**src/rtl/uart_rx_pkg.sv**
```systemverilog
// Shared definitions for the UART receive path: default widths, the minimum
// legal oversampling ratio and the 3-input majority vote.
package uart_rx_pkg;

  localparam int unsigned PRESCALE_W_DEF = 6;
  localparam int unsigned BIT_CNT_W_DEF  = 4;
  localparam int unsigned MIN_PRESCALE   = 6;

  // Majority of three samples; also used by the start-glitch check.
  function automatic logic maj3(input logic a, input logic b, input logic c);
    return (a & b) | (a & c) | (b & c);
  endfunction

endpackage

```
**src/rtl/rx_edge_bit_counter.sv**
```systemverilog
// Bit-timing counters for the UART receiver: latches the oversampling ratio
// when counting starts, counts oversampling edges within a bit and bits
// within a frame, and strobes at the end of each bit period.
module rx_edge_bit_counter
  import uart_rx_pkg::*;
#(
  parameter int unsigned PRESCALE_W = PRESCALE_W_DEF,
  parameter int unsigned BIT_CNT_W  = BIT_CNT_W_DEF
) (
  input  logic                  i_clk,
  input  logic                  i_rst_n,
  input  logic                  i_cnt_en,
  input  logic [PRESCALE_W-1:0] i_prescale,
  output logic [PRESCALE_W-1:0] o_edge_cnt,
  output logic [BIT_CNT_W-1:0]  o_bit_cnt,
  output logic                  o_bit_done,
  output logic [PRESCALE_W-1:0] o_mid
);

  logic                  r_cnt_en_q;
  logic [PRESCALE_W-1:0] r_prescale;
  logic [PRESCALE_W-1:0] r_edge_cnt;
  logic [BIT_CNT_W-1:0]  r_bit_cnt;
  logic                  r_bit_done;

  logic                  w_rise;
  logic [PRESCALE_W-1:0] w_p_eff;
  logic                  w_wrap;

  // On the enabling edge the incoming ratio is already the one in force, so
  // the wrap compare and mid point never see a stale latched value.
  always_comb begin
    w_rise  = i_cnt_en & ~r_cnt_en_q;
    w_p_eff = w_rise ? i_prescale : r_prescale;
    w_wrap  = (r_edge_cnt == (w_p_eff - PRESCALE_W'(1)));
  end

  assign o_mid      = w_p_eff >> 1;
  assign o_edge_cnt = r_edge_cnt;
  assign o_bit_cnt  = r_bit_cnt;
  assign o_bit_done = r_bit_done;

  // Track the enable and capture the oversampling ratio on its rising edge.
  always_ff @(posedge i_clk or negedge i_rst_n) begin
    if (!i_rst_n) begin
      r_cnt_en_q <= 1'b0;
      r_prescale <= '0;
    end else begin
      r_cnt_en_q <= i_cnt_en;
      if (w_rise) begin
        r_prescale <= i_prescale;
      end
    end
  end

  // Edge/bit counters and end-of-bit strobe; all held at zero while idle.
  always_ff @(posedge i_clk or negedge i_rst_n) begin
    if (!i_rst_n) begin
      r_edge_cnt <= '0;
      r_bit_cnt  <= '0;
      r_bit_done <= 1'b0;
    end else if (!i_cnt_en) begin
      r_edge_cnt <= '0;
      r_bit_cnt  <= '0;
      r_bit_done <= 1'b0;
    end else begin
      r_bit_done <= w_wrap;
      if (w_wrap) begin
        r_edge_cnt <= '0;
        r_bit_cnt  <= r_bit_cnt + BIT_CNT_W'(1);
      end else begin
        r_edge_cnt <= r_edge_cnt + PRESCALE_W'(1);
      end
    end
  end

endmodule

```
**src/rtl/uart_rx_sampler.sv**
```systemverilog
// UART receive oversampling front end: bit-timing counters plus a 3-sample
// majority vote around mid-bit, presented as sampled_bit with a one-cycle
// sample_valid strobe.
// Build option: define UART_RX_SAMPLER_SYNC_EN to pass RX_IN through a
// 2-flop synchronizer (reset to 1) before sampling.
module uart_rx_sampler
  import uart_rx_pkg::*;
#(
  parameter int unsigned PRESCALE_W = PRESCALE_W_DEF,
  parameter int unsigned BIT_CNT_W  = BIT_CNT_W_DEF
) (
  input  logic                  clk_RX,
  input  logic                  rst,
  input  logic                  RX_IN,
  input  logic [PRESCALE_W-1:0] Prescale,
  input  logic                  cnt_en,
  output logic                  sampled_bit,
  output logic                  sample_valid,
  output logic                  bit_done,
  output logic [PRESCALE_W-1:0] edge_cnt,
  output logic [BIT_CNT_W-1:0]  bit_cnt
);

  logic                  w_line;
  logic [PRESCALE_W-1:0] w_edge_cnt;
  logic [PRESCALE_W-1:0] w_mid;

  logic [1:0]            r_samp;
  logic                  r_sampled_bit;
  logic                  r_sample_valid;

`ifdef UART_RX_SAMPLER_SYNC_EN
  logic [1:0] r_sync;

  // Two-stage synchronizer for the asynchronous serial line, idle high.
  always_ff @(posedge clk_RX or negedge rst) begin
    if (!rst) begin
      r_sync <= 2'b11;
    end else begin
      r_sync <= {r_sync[0], RX_IN};
    end
  end

  assign w_line = r_sync[1];
`else
  assign w_line = RX_IN;
`endif

  rx_edge_bit_counter #(
    .PRESCALE_W (PRESCALE_W),
    .BIT_CNT_W  (BIT_CNT_W)
  ) u_counter (
    .i_clk      (clk_RX),
    .i_rst_n    (rst),
    .i_cnt_en   (cnt_en),
    .i_prescale (Prescale),
    .o_edge_cnt (w_edge_cnt),
    .o_bit_cnt  (bit_cnt),
    .o_bit_done (bit_done),
    .o_mid      (w_mid)
  );

  assign edge_cnt     = w_edge_cnt;
  assign sampled_bit  = r_sampled_bit;
  assign sample_valid = r_sample_valid;

  // Capture the line at mid-1 and mid, then vote with the mid+1 sample.
  always_ff @(posedge clk_RX or negedge rst) begin
    if (!rst) begin
      r_samp         <= 2'b11;
      r_sampled_bit  <= 1'b1;
      r_sample_valid <= 1'b0;
    end else if (!cnt_en) begin
      r_samp         <= 2'b11;
      r_sample_valid <= 1'b0;
    end else begin
      r_sample_valid <= 1'b0;
      if (w_edge_cnt == (w_mid - PRESCALE_W'(1))) begin
        r_samp[0] <= w_line;
      end
      if (w_edge_cnt == w_mid) begin
        r_samp[1] <= w_line;
      end
      if (w_edge_cnt == (w_mid + PRESCALE_W'(1))) begin
        r_sampled_bit  <= maj3(r_samp[0], r_samp[1], w_line);
        r_sample_valid <= 1'b1;
      end
    end
  end

endmodule

```
**config.mk**
```make
export PLATFORM = sky130hd
export DESIGN_NAME = uart_rx_sampler
export DESIGN_NICKNAME = d
export VERILOG_FILES = /design/src/rtl/uart_rx_pkg.sv /design/src/rtl/rx_edge_bit_counter.sv /design/src/rtl/uart_rx_sampler.sv
export SDC_FILE = /design/constraint.sdc
export NUM_CORES = 1
export LEC_CHECK = 0
export CAP_MARGIN = 0
export CORE_MARGIN = 2
export CORE_UTILIZATION = 54
export DETAILED_ROUTE_END_ITERATION = 6
export PLACE_DENSITY = 0.87
export SYNTH_ARGS = -nofsm -noshare
export SYNTH_HDL_FRONTEND = slang
export SYNTH_SLANG_ARGS = --single-unit
export TNS_END_PERCENT = 10
```
**constraint.sdc**
```tcl
create_clock -name clk_RX -period 3.2 [get_ports clk_RX]
set_clock_uncertainty 0.1 [all_clocks]
set_input_delay 0.64 -clock clk_RX [delete_from_list [all_inputs] [get_ports clk_RX]]
set_output_delay 0.64 -clock clk_RX [all_outputs]
set_load 0.005 [all_outputs]
```
==> results.cfg <==
[layout]
layout_commonest_cell = clkdlybuf4s50_1
final_layout_size_suffix_gt1_frac = 0.206
most-common-layout-cells = 22 x clkdlybuf4s50_1, 19 x xnor2_1, 19 x dfrtp_1
antenna_cells = 0
fillers = 212
areaGrowthSynthToFinish_pct = 26.6
fin_nets = 210

[placed_design]
dpl.hpwl_um = 2930
pre_cts_slack_ps = -112
io_buffers = 22
routabilityCongestion = 0.866

[synth]
synthDistinctLibCells = 49
synth_flop_cell = dfrtp_1
synth_area_leader_cell = dfrtp_1
synth.top_cells.by_area = dfrtp_1 30%, xnor2_1 10%, mux2i_4 7.0%
syn-cell-area_um2 = 1600
synth-seq-cells = 22
synthCells = 158
seq_area_frac_synth = 0.346
syn-num-nets = 173
synth_edf_count = 0
synthDominantCellAreaShare = 0.297
avgSynthCellArea_um2 = 10.1
async_reset_ff_frac = 1.00
synth_warnings = 0

[floorplan]
rows = 19
start_util = 0.576
die_w_um = 58.5
core-area_um2 = 2780
dieHeight_um = 58.5
ioPinCount = 23
dieArea_um2 = 3420

[route]
vias_per_cell = 5.90
wl_per_cell_um = 16.6
dr.first_iter.drc_count = 53
wl_um = 3740
route.detailed.drc = 0
first_pass_iters = 4
vias = 1327
ant_nets = 0

[global_route]
top_usage_layer = met2
grt_pass1_vias = 1285
met2_usage = 0.437
grt_max_degree = 23
globalRouteOverflowTotal = 0
use_met1 = 0.307
grtUsageTotal = 0.250
grt_pass1_wl_um = 6320
met3_usage = 0.0396
antenna_found_initial = 0

[clock_network]
cts_buffers = 3
clk_latency_ps = 320
postCtsResizedCells = 0
tritoncts = yes
postCtsSetupBuffers = 0
hold_buffers = 0
cts.sinks = 22
clockRootBuffer = clkbuf_4
cts_max_level = 1
clockBufferDepth = 2
clk_pin_slew_worst_paths_ps = 130

[power_and_ir_drop]
p_total_uw = 925
ir_drop_v = 0.000370
leakage_nw = 0.842
powerDensity_nw_per_um2 = 457

[worst_setup_path]
path_class = in2reg
cp_max_fo = 11
cpPeakStageDelay_ps = 420
cp-start-kind = input pin
worstPathRequired_ps = 3360
end_kind = flip-flop
critical_path_arrival_ps = 3170
cp_slowest_cell = clkdlybuf4s50_1
cp_cell_sequence = clkdlybuf4s50_1 > nand2b_1 > buf_12 > buf_12 > mux2i_1 > ha_1 > o21ai_1 > xnor2_1 > nor4_4 > buf_4 > buf_4 > a21o_1 > a21oi_1

[timing]
setup_slack_ps = 187
setup_viol = 0
rsz0062_at_grt = false
slew_headroom = 0.322
period_share = 0.942
period_minus_slack_ps = 3010
max_slew.worst_pin.slew_ps = 1010
finalHoldViolations = 0
finalMaxSlewViolations = 0
fmax_mhz = 332

[outcome]
outcome = completed

[min_path]
hp-class = reg2reg

[flow_run]
cap_violations = 0
==> cells in the mapped netlist, types with 3 or more instances <==
master     n
dfrtp_1   19
xnor2_1   19
nor2_1    17
nand3_1    9
inv_1      8
mux2i_1    6
nand2_1    6
clkbuf_1   5
ha_1       5
mux2i_4    5
xor2_1     5
a21oi_1    3
dfstp_2    3
nand3b_1   3
==> cell families after synthesis <==
kind of cell	synth area share
flip-flops	0.346
XOR/XNOR	0.131
buffers and inverters	0.0563
multiplexers	0.133
adder cells (fa/ha/maj)	0.0453
AO/OA/AOI/OAI	0.105
AND/OR/NAND/NOR	0.183
==> final timing paths <==
path                                                    startpoint                                  to  slack [ps]  depth (start not counted)
worst max-delay path                                        cnt_en  u_counter.o_bit_cnt[2]$_DFFE_PN0P_         190                         13
worst min-delay path            u_counter.o_bit_cnt[3]$_DFFE_PN0P_  u_counter.o_bit_cnt[3]$_DFFE_PN0P_         460                          2
worst max register to register      u_counter.r_cnt_en_q$_DFF_PN0_  u_counter.o_bit_cnt[2]$_DFFE_PN0P_         530                         12
worst min register to register  u_counter.o_bit_cnt[3]$_DFFE_PN0P_  u_counter.o_bit_cnt[3]$_DFFE_PN0P_         460                          2
max in group asynchronous                                      rst   u_counter.r_prescale[5]$_DFF_PN0_        1640                          1
min in group asynchronous                                      rst   u_counter.o_edge_cnt[2]$_DFF_PN0_         750                          1
==> layout make-up <==
cell class | instances | area, um^2 | area share
tap | 31 | 38.8 | 0.0191
multi-input combinational | 117 | 957 | 0.472
timing repair buffer | 40 | 380 | 0.188
sequential | 22 | 554 | 0.273
clock inverter | 1 | 30.0 | 0.0148
clock buffer | 3 | 22.5 | 0.0111
inverter | 11 | 43.8 | 0.0216
==> flip-flops by register name (all words and copies together), names as in the netlist <==
signal,flops
r_samp,2
sample_valid,1
sampled_bit,1
u_counter.o_bit_cnt,4
u_counter.o_bit_done,1
u_counter.o_edge_cnt,6
u_counter.r_cnt_en_q,1
u_counter.r_prescale,6
==> metal layers <==
metal	vias to the layer above	part of all wire	wire, um
met2	48	0.53	1970
met5	-	0	0
met1	643	0.40	1480
li1	624	-	-
met4	0	0.028	104
met3	12	0.048	181
==> power breakdown <==
part	internal, mW	total (mW)	switching (mW)
clock network	0.127	0.221	0.0941
registers	0.310	0.344	0.0342
logic	0.186	0.361	0.174
total	0.623	0.925	0.302
==> per-stage QoR <==
stage	hold WS, ps	std cells	TNS, ps	util	cell area (um^2)
after detailed placement	444	221	-781	0.710	1970
after global routing	510	225	0	0.729	2030
after CTS	467	225	0	0.729	2030
after global placement	434	221	-3.04	0.710	1970
final	462	225	0	0.729	2030
after floorplan	244	158	0	-	1600
==> worst max-delay path: cells and delay by family <==
kind,cells,cell delay [ps]
buffers and inverters,5,1020
AOI/OAI and AO/OA,3,440
xor gates and xnor gates,1,340
adders and majority gates,1,300
muxes,1,240
and+or+nand+nor,2,210
Power figures use the tool's default switching activity.
